## src/rtl/da_pkg.sv

```systemverilog
// Shared constants for the time-shared distributed-arithmetic scheduler.
package da_pkg;

  // Default configuration
  localparam int N_CH_DEF = 4;
  localparam int W_DEF    = 3;

  // Sequencer state encoding
  localparam logic [1:0] S_IDLE = 2'd0;
  localparam logic [1:0] S_RUN  = 2'd1;
  localparam logic [1:0] S_DONE = 2'd2;

  // Fixed filter coefficients for taps 0..2
  localparam logic [2:0] C0 = 3'd2;
  localparam logic [2:0] C1 = 3'd3;
  localparam logic [2:0] C2 = 3'd1;

endpackage

```

## src/rtl/da_lut3.sv

```systemverilog
// Three-input DA coefficient table: output is the sum of the coefficients
// whose address bit is set. The largest entry (C0+C1+C2 = 6) fits in 3 bits.
module da_lut3
  import da_pkg::*;
(
  input  logic [2:0] addr_i,
  output logic [2:0] val_o
);

  // Partial-sum lookup for one bit-slice of the three samples
  always_comb begin
    val_o = (addr_i[0] ? C0 : 3'd0)
          + (addr_i[1] ? C1 : 3'd0)
          + (addr_i[2] ? C2 : 3'd0);
  end

endmodule

```

## src/rtl/da_sched.sv

```systemverilog
// Round-robin scheduler sharing one bit-serial DA engine among N_CH channels.
// A job latches the winner's three samples, accumulates W LSB-first slices
// through the coefficient table, then publishes the result tagged by channel.
module da_sched
  import da_pkg::*;
#(
  parameter int N_CH = N_CH_DEF,
  parameter int W    = W_DEF,
  parameter int CH_W = $clog2(N_CH)
) (
  input  logic              clk,
  input  logic              reset,
  input  logic [N_CH-1:0]   req,
  input  logic [N_CH*W-1:0] x_in0,
  input  logic [N_CH*W-1:0] x_in1,
  input  logic [N_CH*W-1:0] x_in2,
  output logic [N_CH-1:0]   ack,
  output logic              busy,
  output logic [W+2:0]      y,
  output logic [CH_W-1:0]   y_ch,
  output logic              y_valid,
  output logic [2:0]        lut
);

  localparam int PW    = W + 3;
  localparam int CNT_W = $clog2(W + 1);

  logic [1:0]       state_q,   state_d;
  logic [CH_W-1:0]  rr_ptr_q,  rr_ptr_d;
  logic [CH_W-1:0]  win_q,     win_d;
  logic [PW-1:0]    p_q,       p_d;
  logic [CNT_W-1:0] cnt_q,     cnt_d;
  logic [W-1:0]     x0_q,      x0_d;
  logic [W-1:0]     x1_q,      x1_d;
  logic [W-1:0]     x2_q,      x2_d;
  logic [N_CH-1:0]  ack_q,     ack_d;
  logic             busy_q,    busy_d;
  logic [PW-1:0]    y_q,       y_d;
  logic [CH_W-1:0]  y_ch_q,    y_ch_d;
  logic             y_valid_q, y_valid_d;
  logic [CH_W-1:0]  win_s;
  logic [2:0]       lut_s;

  // First requesting channel at or after ptr, wrapping modulo N_CH
  function automatic logic [CH_W-1:0] rr_pick(input logic [N_CH-1:0] r,
                                              input logic [CH_W-1:0] ptr);
    logic [CH_W-1:0] win;
    logic [N_CH-1:0] sh;
    logic            found;
    int              idx;
    win   = {CH_W{1'b0}};
    found = 1'b0;
    for (int i = 0; i < N_CH; i++) begin
      idx = (int'(ptr) + i) % N_CH;
      sh  = r >> idx;
      if (!found && sh[0]) begin
        win   = CH_W'(idx);
        found = 1'b1;
      end else begin
        found = found;
      end
    end
    return win;
  endfunction

  // Arbitration result, only consumed in IDLE
  always_comb begin
    win_s = rr_pick(req, rr_ptr_q);
  end

  da_lut3 u_lut (
    .addr_i ({x2_q[0], x1_q[0], x0_q[0]}),
    .val_o  (lut_s)
  );

  // Sequencer next-state: grant/latch, shift-accumulate, publish
  always_comb begin
    state_d   = state_q;
    rr_ptr_d  = rr_ptr_q;
    win_d     = win_q;
    p_d       = p_q;
    cnt_d     = cnt_q;
    x0_d      = x0_q;
    x1_d      = x1_q;
    x2_d      = x2_q;
    ack_d     = {N_CH{1'b0}};
    y_d       = y_q;
    y_ch_d    = y_ch_q;
    y_valid_d = 1'b0;
    case (state_q)
      S_IDLE: begin
        if (|req) begin
          win_d    = win_s;
          x0_d     = W'(x_in0 >> (int'(win_s) * W));
          x1_d     = W'(x_in1 >> (int'(win_s) * W));
          x2_d     = W'(x_in2 >> (int'(win_s) * W));
          p_d      = {PW{1'b0}};
          cnt_d    = {CNT_W{1'b0}};
          ack_d    = {{(N_CH-1){1'b0}}, 1'b1} << win_s;
          rr_ptr_d = (win_s == CH_W'(N_CH - 1)) ? {CH_W{1'b0}} : win_s + 1'b1;
          state_d  = S_RUN;
        end else begin
          state_d  = S_IDLE;
        end
      end
      S_RUN: begin
        // Newest slice enters at weight 2^(W-1); earlier slices shift down
        p_d   = (p_q >> 1) + (PW'(lut_s) << (W - 1));
        x0_d  = x0_q >> 1;
        x1_d  = x1_q >> 1;
        x2_d  = x2_q >> 1;
        cnt_d = cnt_q + 1'b1;
        if (cnt_q == CNT_W'(W - 1)) begin
          state_d = S_DONE;
        end else begin
          state_d = S_RUN;
        end
      end
      S_DONE: begin
        y_d       = p_q;
        y_ch_d    = win_q;
        y_valid_d = 1'b1;
        state_d   = S_IDLE;
      end
      default: begin
        state_d = S_IDLE;
      end
    endcase
    busy_d = (state_d != S_IDLE);
  end

  // State and output registers; reset discards any job in flight
  always_ff @(posedge clk or negedge reset) begin
    if (!reset) begin
      state_q   <= S_IDLE;
      rr_ptr_q  <= {CH_W{1'b0}};
      win_q     <= {CH_W{1'b0}};
      p_q       <= {PW{1'b0}};
      cnt_q     <= {CNT_W{1'b0}};
      x0_q      <= {W{1'b0}};
      x1_q      <= {W{1'b0}};
      x2_q      <= {W{1'b0}};
      ack_q     <= {N_CH{1'b0}};
      busy_q    <= 1'b0;
      y_q       <= {PW{1'b0}};
      y_ch_q    <= {CH_W{1'b0}};
      y_valid_q <= 1'b0;
    end else begin
      state_q   <= state_d;
      rr_ptr_q  <= rr_ptr_d;
      win_q     <= win_d;
      p_q       <= p_d;
      cnt_q     <= cnt_d;
      x0_q      <= x0_d;
      x1_q      <= x1_d;
      x2_q      <= x2_d;
      ack_q     <= ack_d;
      busy_q    <= busy_d;
      y_q       <= y_d;
      y_ch_q    <= y_ch_d;
      y_valid_q <= y_valid_d;
    end
  end

  assign ack     = ack_q;
  assign busy    = busy_q;
  assign y       = y_q;
  assign y_ch    = y_ch_q;
  assign y_valid = y_valid_q;
  assign lut     = lut_s;

endmodule

```

## config.mk

```make
export PLATFORM = sky130hd
export DESIGN_NAME = da_sched
export DESIGN_NICKNAME = d
export VERILOG_FILES = /design/src/rtl/da_pkg.sv /design/src/rtl/da_lut3.sv /design/src/rtl/da_sched.sv
export SDC_FILE = /design/constraint.sdc
export NUM_CORES = 1
export LEC_CHECK = 0
export BUFFER_PORTS_ARGS = -buffer_cell sky130_fd_sc_hd__buf_2
export CAP_MARGIN = 5
export CORE_MARGIN = 2
export CORE_UTILIZATION = 30
export CTS_CLUSTER_SIZE = 14
export DETAILED_ROUTE_END_ITERATION = 10
export MAX_ROUTING_LAYER = met4
export SYNTH_ARGS = -nofsm -noshare
export SYNTH_HDL_FRONTEND = slang
export SYNTH_SLANG_ARGS = --single-unit
```

## constraint.sdc

```tcl
create_clock -name clk -period 2.8 [get_ports clk]
set_clock_uncertainty 0.15 [all_clocks]
set_input_delay 0.14 -clock clk [delete_from_list [all_inputs] [get_ports clk]]
set_output_delay 0.14 -clock clk [all_outputs]
set_load 0.02 [all_outputs]
```

==> results.cfg, run 1 <==
[outcome]
outcome = complete, no violations

[routing]
remaining_drc_errors = 0
postRouteAntennaNets = 0
viasPerCell = 4.793
initialDrtViolationCount = 32
num_vias = 1572
wl_per_cell_um = 13.41
drt_pass1_iterations = 4
wirelength_um = 4399

[critical_path]
crit_path_start_kind = flop
critPathKind = reg2reg
arrival_ns = 2.37
r2r_slack_ns = 0.47
required_ns = 2.84
crit_path_end_kind = flop
cp_max_fo = 11

[yosys]
synth_top_area_frac = 0.4678
yosysUniqueCellTypes = 36
synthCells = 191
syn-num-nets = 241
yosys.area.top_type = dfrtp_1
avgSynthCellArea_sq_um = 10.36
synth_warnings = 0
synthTopCellsByArea = dfrtp_1 47%, mux2i_1 6.1%, o21ai_0 5.3%
synth_seq_cells = 37
yosysSeqAreaShare = 0.4678
synth.cell_area_sq_mm = 0.001979

[global_routing]
grt_pass1_wl_um = 7686
grt_start_max_net_pins = 38
track_usage = 0.1366
grt_pass1_vias = 1623
gr-total-overflow = 0
grt_antenna_before_repair = 0

[placed_design]
dp_hpwl_um = 3261
place_congestion = 0.7686
dp_slack_ns = 0.4906
port_buffers = 58

[cells_and_area]
final_common_cell = buf_2
nFillCells = 621
mostFrequentLayoutCells = 58 x buf_2, 37 x dfrtp_1, 21 x o21ai_0
syn_to_final_growth_pct = 23.77
fin_util = 0.3858
final_nets = 300
diodes = 0
drive_above_1_share = 0.3426

[floorplanning]
die_h_um = 85.23
rows = 29
start_util = 0.3117
fp.dieW_um = 85.23
die-area_sq_mm = 0.007264
core_sq_mm = 0.006350
io_pins = 59

[clocking]
path_clk_slew_ns = 0.07
cts-root-buf = clkbuf_8
clock_path_buffers = 2
numCtsBuffers = 5
h-tree-depth = 2
cts_num_sinks = 37
cts_tree = yes
clk_latency_ns = 0.29

[timing]
fin_hold_ws_ns = 0.01562
slew_headroom = 0.2479
hold_viol = 0
final.period_utilization = 0.8315
maxSlewViolCount = 0
fmax_mhz = 429.5
tightest_slew_ns = 1.119
period_minus_slack_ns = 2.328
fin_ws_ns = 0.4718
rsz0062_at_grt = false
setup_violations = 0
setup-tns-final_ns = 0

[power]
leakage_nw = 1.222
fin_total_pwr_mw = 2.695
power.density_mw_per_mm2 = 1100
ir_drop_mv = 0.5203

[run]
drv_cap = 0

[worst_hold_path]
hp-class = in2reg
-- synthesized netlist by cell type --
| library cell | number |
|---|---|
| o21bai_2 | 1 |
| a21o_1 | 1 |
| buf_4 | 1 |
| nand2_1 | 16 |
| ha_1 | 6 |
| a41oi_1 | 1 |
| o221ai_1 | 2 |
| and3_1 | 5 |
| nor3_1 | 2 |
| buf_2 | 2 |
| a21bo_2 | 6 |
| nor2b_1 | 2 |
| buf_6 | 1 |
| clkinv_2 | 1 |
| nand3_1 | 13 |
| o211ai_1 | 7 |
| nand2_2 | 1 |
| o211ai_4 | 1 |
| o21ba_2 | 1 |
| inv_1 | 10 |
| o211a_1 | 1 |
| clkbuf_1 | 5 |
| dfrtp_1 | 37 |
| mux2_2 | 7 |
| or3_1 | 1 |
| nor2_1 | 6 |
| nand2b_1 | 6 |
| nor4_4 | 1 |
| a21oi_1 | 6 |
| and2_4 | 1 |
| fa_1 | 2 |
| nor4_1 | 1 |
| and2_1 | 3 |
| o21ai_0 | 21 |
| mux2i_1 | 12 |
| xor2_1 | 1 |
-- state kept, by name, indices dropped and copies added, names as in the netlist, 2 cells and up --
signal	count
ack	4
x1_q	3
win_q	2
p_q	6
y_ch	2
x0_q	3
y	6
state_q	2
cnt_q	2
rr_ptr_q	2
x2_q	3
-- cell type report --
cell class              instances  area, sq um  share of cell area
clock buffers                   7        96.34             0.03933
multi-input cells             134        963.4              0.3933
inverters                      11        42.54             0.01736
repair buffers                 61        320.3              0.1307
well taps                      77        96.34             0.03933
clock inverters                 1        5.005            0.002043
flip-flops and latches         37        925.9              0.3779
-- final timing paths --
check | depth (start not counted) | start | to
setup / recovery | 3 | state_q[0] | x1_q[2]
hold / removal | 3 | x_in2[1] | x2_q[1]
setup reg to reg | 3 | state_q[0] | x1_q[2]
hold reg to reg | 2 | win_q[0] | win_q[0]
max in group asynchronous | 2 | reset | rr_ptr_q[1]
min in group asynchronous | 2 | reset | busy
-- cell families after synthesis --
logic type	count (synthesis)	synth area share
DFF	37	0.4678
xor gates and xnor gates	1	0.004426
AOI/OAI and AO/OA	48	0.1688
muxes	19	0.1005
buffers and inverters	20	0.04551
and+or+nand+nor	58	0.1549
adders and majority gates	8	0.05815
-- metrics by stage --
step / area, sq um / cells
3_3_place_gp: 2318 / 317
3_5_place_dp: 2318 / 317
2_1_floorplan: 1979 / 191
6_report: 2450 / 328
4_1_cts: 2450 / 328
5_1_grt: 2450 / 328
-- report_power, final --
| group | switching (mW) | leakage, nW | internal, mW | total (mW) |
|---|---|---|---|---|
| Clock | 0.189 | 0.0542 | 0.222 | 0.412 |
| Combinational | 0.845 | 0.703 | 0.548 | 1.39 |
| Sequential | 0.123 | 0.465 | 0.768 | 0.891 |
| Total | 1.16 | 1.22 | 1.54 | 2.69 |
-- what timing repair did --
item,in CTS,in global routing
hold endpoints to repair,38,0
resized for setup,0,0
hold buffers,3,0
buffers inserted,0,0
-- critical path: stages, from the launching register on --
cell and delay (ns):
dfrtp_1 0.41, nor3_1 0.91, nand2b_1 0.46, o221ai_1 0.30
-- metal layers --
layer,global-route usage,routed length [um]
met1,0.1855,2177
met3,0.03307,229
met2,0.2017,1947
met4,0.04329,45
met5,-,0
Power figures use the tool's default switching activity.
==> run 2, diff against run 1 <==
- ABC_AREA: not set -> 1
- clock period: 2.8 -> 2.24 ns (I/O delays scaled with it)
==> results.cfg, run 2 <==
[critical_path]
required_ns = 2.30
r2r-end = p_q[4]
crit_path_end_kind = flop
cp.buffers_inverters = 2
crit_chain = ha_1, inv_1, fa_1, buf_4, fa_1, xor2_1, o22ai_1
cp_max_fo = 2
arrival_ns = 2.20
crit_path_start_kind = flop
r2r-start = x1_q[0]
cp_slowest_stage_delay_ns = 0.41
critPathKind = reg2reg
path_delay_family = adder cells
crit_slowest_cell = fa_1
r2r_cells = 7
r2r_slack_ns = 0.09
cp_common_cell = fa_1

[floorplanning]
fp.dieW_um = 91.37
die-area_sq_mm = 0.008348
die_h_um = 91.37
rows = 31
start_util = 0.3123
core_sq_mm = 0.007331
io_pins = 59

[cells_and_area]
seqCellArea_sq_um = 927.1
drive_above_1_share = 0.2656
mostFrequentLayoutCells = 83 x nand2_1, 61 x inv_1, 58 x buf_2
final_nets = 433
diodes = 0
final_common_cell = nand2_1
syn_to_final_growth_pct = 26.28
multiInputGateArea_sq_mm = 0.001056
nFillCells = 783

[routing]
wl_met3_um = 266
remaining_drc_errors = 0
wl_met2_um = 2447
postRouteAntennaNets = 0
wirelength_um = 5308
initialDrtViolationCount = 85
drt_pass1_iterations = 4
topRoutingLayerUsed = met4
wl_per_cell_um = 10.99
num_vias = 2079
routedLengthMet1_um = 2517
viasPerCell = 4.304

[timing]
final.period_utilization = 0.9584
fmax_mhz = 465.8
tightest_slew_ns = 0.8179
hold_viol = 0
fin_hold_ws_ns = 0.009956
setup_violations = 0
maxSlewViolCount = 0
period_minus_slack_ns = 2.147
slew_headroom = 0.4548
rsz0062_at_grt = true

[global_routing]
grt_antenna_before_repair = 0
grt_start_max_net_pins = 38
grt_pass1_wl_um = 9004
track_usage = 0.1360
gr-total-overflow = 0
grt_pass1_vias = 2014

[clocking]
h-tree-depth = 2
path_clk_slew_ns = 0.07
numCtsBuffers = 5
cts-root-buf = clkbuf_8
clock_path_buffers = 2
cts_num_sinks = 37
cts_tree = yes
clk_latency_ns = 0.29

[yosys]
synth_common_cells = 83 x nand2_1, 62 x inv_1, 47 x nand3_1
synth_most_common_cell = nand2_1
avgSynthCellArea_sq_um = 7.386
async_flop_share = 1.000
synth_seq_cells = 37
ys.flop_type = dfrtp_1
syn-num-nets = 360
synthCells = 310
synth_edf_count = 0
yosysSeqAreaShare = 0.4044
synthTopCellsByArea = dfrtp_1 40%, nand2_1 14%, nand3_1 10%
synth.cell_area_sq_mm = 0.002290
synth_warnings = 0
yosysUniqueCellTypes = 28
yosys.area.top_type = dfrtp_1
synth_top_area_frac = 0.4044

[worst_hold_path]
hp-class = in2reg
whs_endpoint = x0_q[2]
hp-start = x_in0[8]
hold_depth = 5

[placed_design]
port_buffers = 58
dp_hpwl_um = 4015
place_congestion = 0.9030

[power]
ir_drop_mv = 0.5500
p_seq_frac = 0.225
clkPwrFrac = 0.102
pwr-share-comb = 0.672
power.density_mw_per_mm2 = 1712
p_sw_mw = 2.465
p_sw_frac = 0.4981
fin_total_pwr_mw = 4.950
p_int_mw = 2.484
leakage_nw = 1.652

[run]
drv_cap = 0

[outcome]
outcome = complete, no violations
## run 2: cell types whose count changed after synthesis, sizes merged, moves of 7 or more
cell and change:
o211ai -7, mux2i -12, mux2 -7, nand2 +76, nor2 +7, inv +56
nand3 +36
## run 2: tightest hold or removal path, stage by stage
cell and delay, ns:
buf_2 0.08, nand2_1 0.04, nand3_1 0.07, nand3_1 0.06, nand2_1 0.06
## run 2: power groups by stage
stage | Sequential [mW] | Clock, mW | Combinational, mW
2_1_floorplan | 1.20 | 0 | 2.38
3_3_place_gp | 1.12 | 0 | 3.10
3_5_place_dp | 1.12 | 0 | 3.14
4_1_cts | 1.11 | 0.525 | 3.16
5_1_grt | 1.15 | 0.558 | 3.82
6_report | 1.11 | 0.506 | 3.33
## run 2: worst max path at each step
stage             end    start  cells past startpoint  slack, ns
6_report       p_q[4]  x1_q[0]                      7       0.09
5_1_grt        p_q[5]  x1_q[0]                      9      -0.02
4_1_cts        p_q[5]  x1_q[0]                      9       0.13
3_5_place_dp   p_q[5]  x2_q[0]                      9       0.13
3_3_place_gp   p_q[5]  x1_q[0]                      9       0.17
2_1_floorplan  p_q[5]  x1_q[0]                      9       0.13
## run 2: logic make-up (layout without fill, tap and decap cells)
logic type                 Yosys count  in the layout  synth area share
xor gates and xnor gates             1              1          0.003826
AOI/OAI and AO/OA                   32             32           0.08306
DFF                                 37             37            0.4044
and+or+nand+nor                    157            157            0.3164
adders and majority gates            8              8           0.05027
buffers and inverters               75            149            0.1421
## run 2: layer usage
metal  GRT usage  vias up
li1            -     1108
met2      0.2080       58
met1      0.1800      905
met5           -        -
met3     0.02822        8
met4     0.04545        0
## run 2: final cells by class
cell class                      instances  area share
Clock buffer                            7     0.03332
Clock inverter                          1    0.001731
Inverter                               66     0.08741
Multi-Input combinational cell        198      0.3652
Sequential cell                        37      0.3206
Tap cell                               99     0.04284
Timing Repair Buffer                   75      0.1489
## run 2: what timing repair did
action	4_1_cts	5_1_grt
endpoints found under the setup margin	0	9
endpoints found under the hold margin	39	0
resized for setup	0	6
hold buffers	5	0
setup buffers	0	5
## run 2: through the flow
stage	utilization	instance area [sq um]	std cells	worst slack, ns	TNS [ns]
after CTS	0.3868	2835	478	0.1318	0
after detailed placement	0.3661	2684	465	0.1331	0
after global placement	0.3661	2684	465	0.1695	0
after floorplan	-	2290	310	0.1329	0
final	0.3944	2892	483	0.09312	0
after global routing	0.3944	2892	483	-0.01839	-0.03084
==> run 3, diff against run 2 <==
- PLACE_DENSITY: not set -> 0.47
==> results.cfg, run 3 (same netlist as run 2, synthesis figures left out) <==
[critical_path]
required_ns = 2.25
arrival_ns = 2.12
crit_slowest_cell = fa_2
cp_max_fo = 2
crit_path_end_kind = flop
crit_chain = ha_1, inv_1, fa_1, buf_4, fa_2, o22ai_1
cp_slowest_stage_delay_ns = 0.52
startpoint = x1_q[0]
critPathKind = reg2reg
crit_path_start_kind = flop
r2r-start = x1_q[0]

[cells_and_area]
design_area_sq_mm = 0.002893
drive_above_1_share = 0.2689
mostFrequentLayoutCells = 83 x nand2_1, 61 x inv_1, 58 x buf_2
fin_util = 0.3946
final_nets = 432
nFillCells = 777
final_common_cell = nand2_1
syn_to_final_growth_pct = 26.34
seqCellArea_sq_um = 927.1
multiInputGateArea_sq_mm = 0.001055
diodes = 0

[placed_design]
place_congestion = 0.8210
port_buffers = 58
placed_cell_area_sq_mm = 0.002704
dp_hpwl_um = 3971

[power]
p_sw_mw = 2.459
leakage_nw = 1.655
fin_total_pwr_mw = 4.987
clkPwrFrac = 0.101
power.density_mw_per_mm2 = 1724
p_int_mw = 2.528
ir_drop_mv = 0.5817
pwr-share-comb = 0.676
p_seq_frac = 0.223
p_sw_frac = 0.4931

[timing]
rsz0062_at_grt = true
slew_headroom = 0.4564
setup_violations = 0
fmax_mhz = 472.9
period_minus_slack_ns = 2.114
setup-tns-final_ns = 0
maxSlewViolCount = 0
tightest_slew_ns = 0.8153
final.period_utilization = 0.9440
hold_viol = 0

[clocking]
numCtsBuffers = 5
clock_path_buffers = 2
cts-root-buf = clkbuf_8
h-tree-depth = 2
path_clk_slew_ns = 0.07
clk_latency_ns = 0.29
cts_tree = yes
cts_num_sinks = 37

[routing]
viasPerCell = 4.257
wirelength_um = 5151
remaining_drc_errors = 0
initialDrtViolationCount = 69
drt_pass1_iterations = 6
wl_per_cell_um = 10.69
num_vias = 2052
postRouteAntennaNets = 0

[run]
drv_cap = 0

[floorplanning]
start_util = 0.3123
die-area_sq_mm = 0.008348
die_h_um = 91.37
core_sq_mm = 0.007331
fp.dieW_um = 91.37
io_pins = 59
rows = 31

[global_routing]
track_usage = 0.1350
grt_antenna_before_repair = 0
grt_pass1_wl_um = 9059
grt_start_max_net_pins = 38
grt_pass1_vias = 1957
gr-total-overflow = 0

[outcome]
outcome = complete, no violations

[worst_hold_path]
hp-class = in2reg
hp-start = x_in0[8]
==> run 3: cell types whose count changed in the layout (fill, tap and decap cells not counted) <==
cell	before	now
inv_4	0	1
a21oi_2	1	0
fa_1	2	1
dlygate4sd3_1	5	3
buf_12	0	1
a21oi_1	1	2
fa_2	0	1
inv_2	4	3
==> run 3: path summary, 6_finish.rpt <==
kind,endpoint,slack [ns],cells after the start
min reg2reg,y[0],0.33,2
min,x0_q[2],0.008,5
min in group asynchronous,y_valid,0.30,2
max reg2reg,p_q[3],0.13,6
max,p_q[3],0.13,6
max in group asynchronous,rr_ptr_q[0],1.07,2
==> run 3: metrics by stage <==
stage          hold slack [ns]  setup WS, ns  instances
4_1_cts               0.002162        0.1197        477
3_5_place_dp            0.1132        0.1444        466
2_1_floorplan          -0.3336        0.1329        310
5_1_grt                0.02912     -0.001463        482
3_3_place_gp            0.1109        0.1141        466
6_report              0.007884        0.1255        482
==> run 3: critical path, delay by kind of cell, from the launching register on <==
| kind | cells | cell delay [ns] |
|---|---|---|
| adder cells (fa/ha/maj) | 3 | 1.14 |
| buffers and inverters | 2 | 0.22 |
| AO/OA/AOI/OAI | 1 | 0.08 |
| flip-flops | 1 | 0.38 |
==> run 3: final cells by class <==
| class | count | share of cell area |
|---|---|---|
| sequential | 37 | 0.3205 |
| timing repair buffer | 74 | 0.1488 |
| clock inverter | 1 | 0.001730 |
| inverter | 66 | 0.08824 |
| tap | 99 | 0.04282 |
| clock buffer | 7 | 0.03330 |
| multi-input combinational | 198 | 0.3646 |
==> run 3: timing repair <==
| action | CTS | global route |
|---|---|---|
| setup buffers | 0 | 5 |
| endpoints found under the setup margin | 0 | 10 |
| hold buffers | 3 | 0 |
| endpoints found under the hold margin | 38 | 0 |
| gates resized for setup | 0 | 7 |
==> run 3: power groups by stage <==
stage / Clock (mW) / Sequential, mW / Combinational, mW
after floorplan: 0 / 1.20 / 2.38
after global placement: 0 / 1.12 / 3.22
after detailed placement: 0 / 1.12 / 3.22
after CTS: 0.528 / 1.11 / 3.23
after global routing: 0.551 / 1.15 / 3.91
final: 0.504 / 1.11 / 3.37
==> run 3: layer usage <==
| metal | GRT usage | routed length, um | share of wire | up-vias |
|---|---|---|---|---|
| li1 | - | - | - | 1108 |
| met1 | 0.1831 | 2694 | 0.52 | 878 |
| met2 | 0.2012 | 2133 | 0.41 | 61 |
| met3 | 0.03237 | 272 | 0.053 | 5 |
| met4 | 0.03788 | 50 | 0.0097 | 0 |
| met5 | - | 0 | 0 | - |
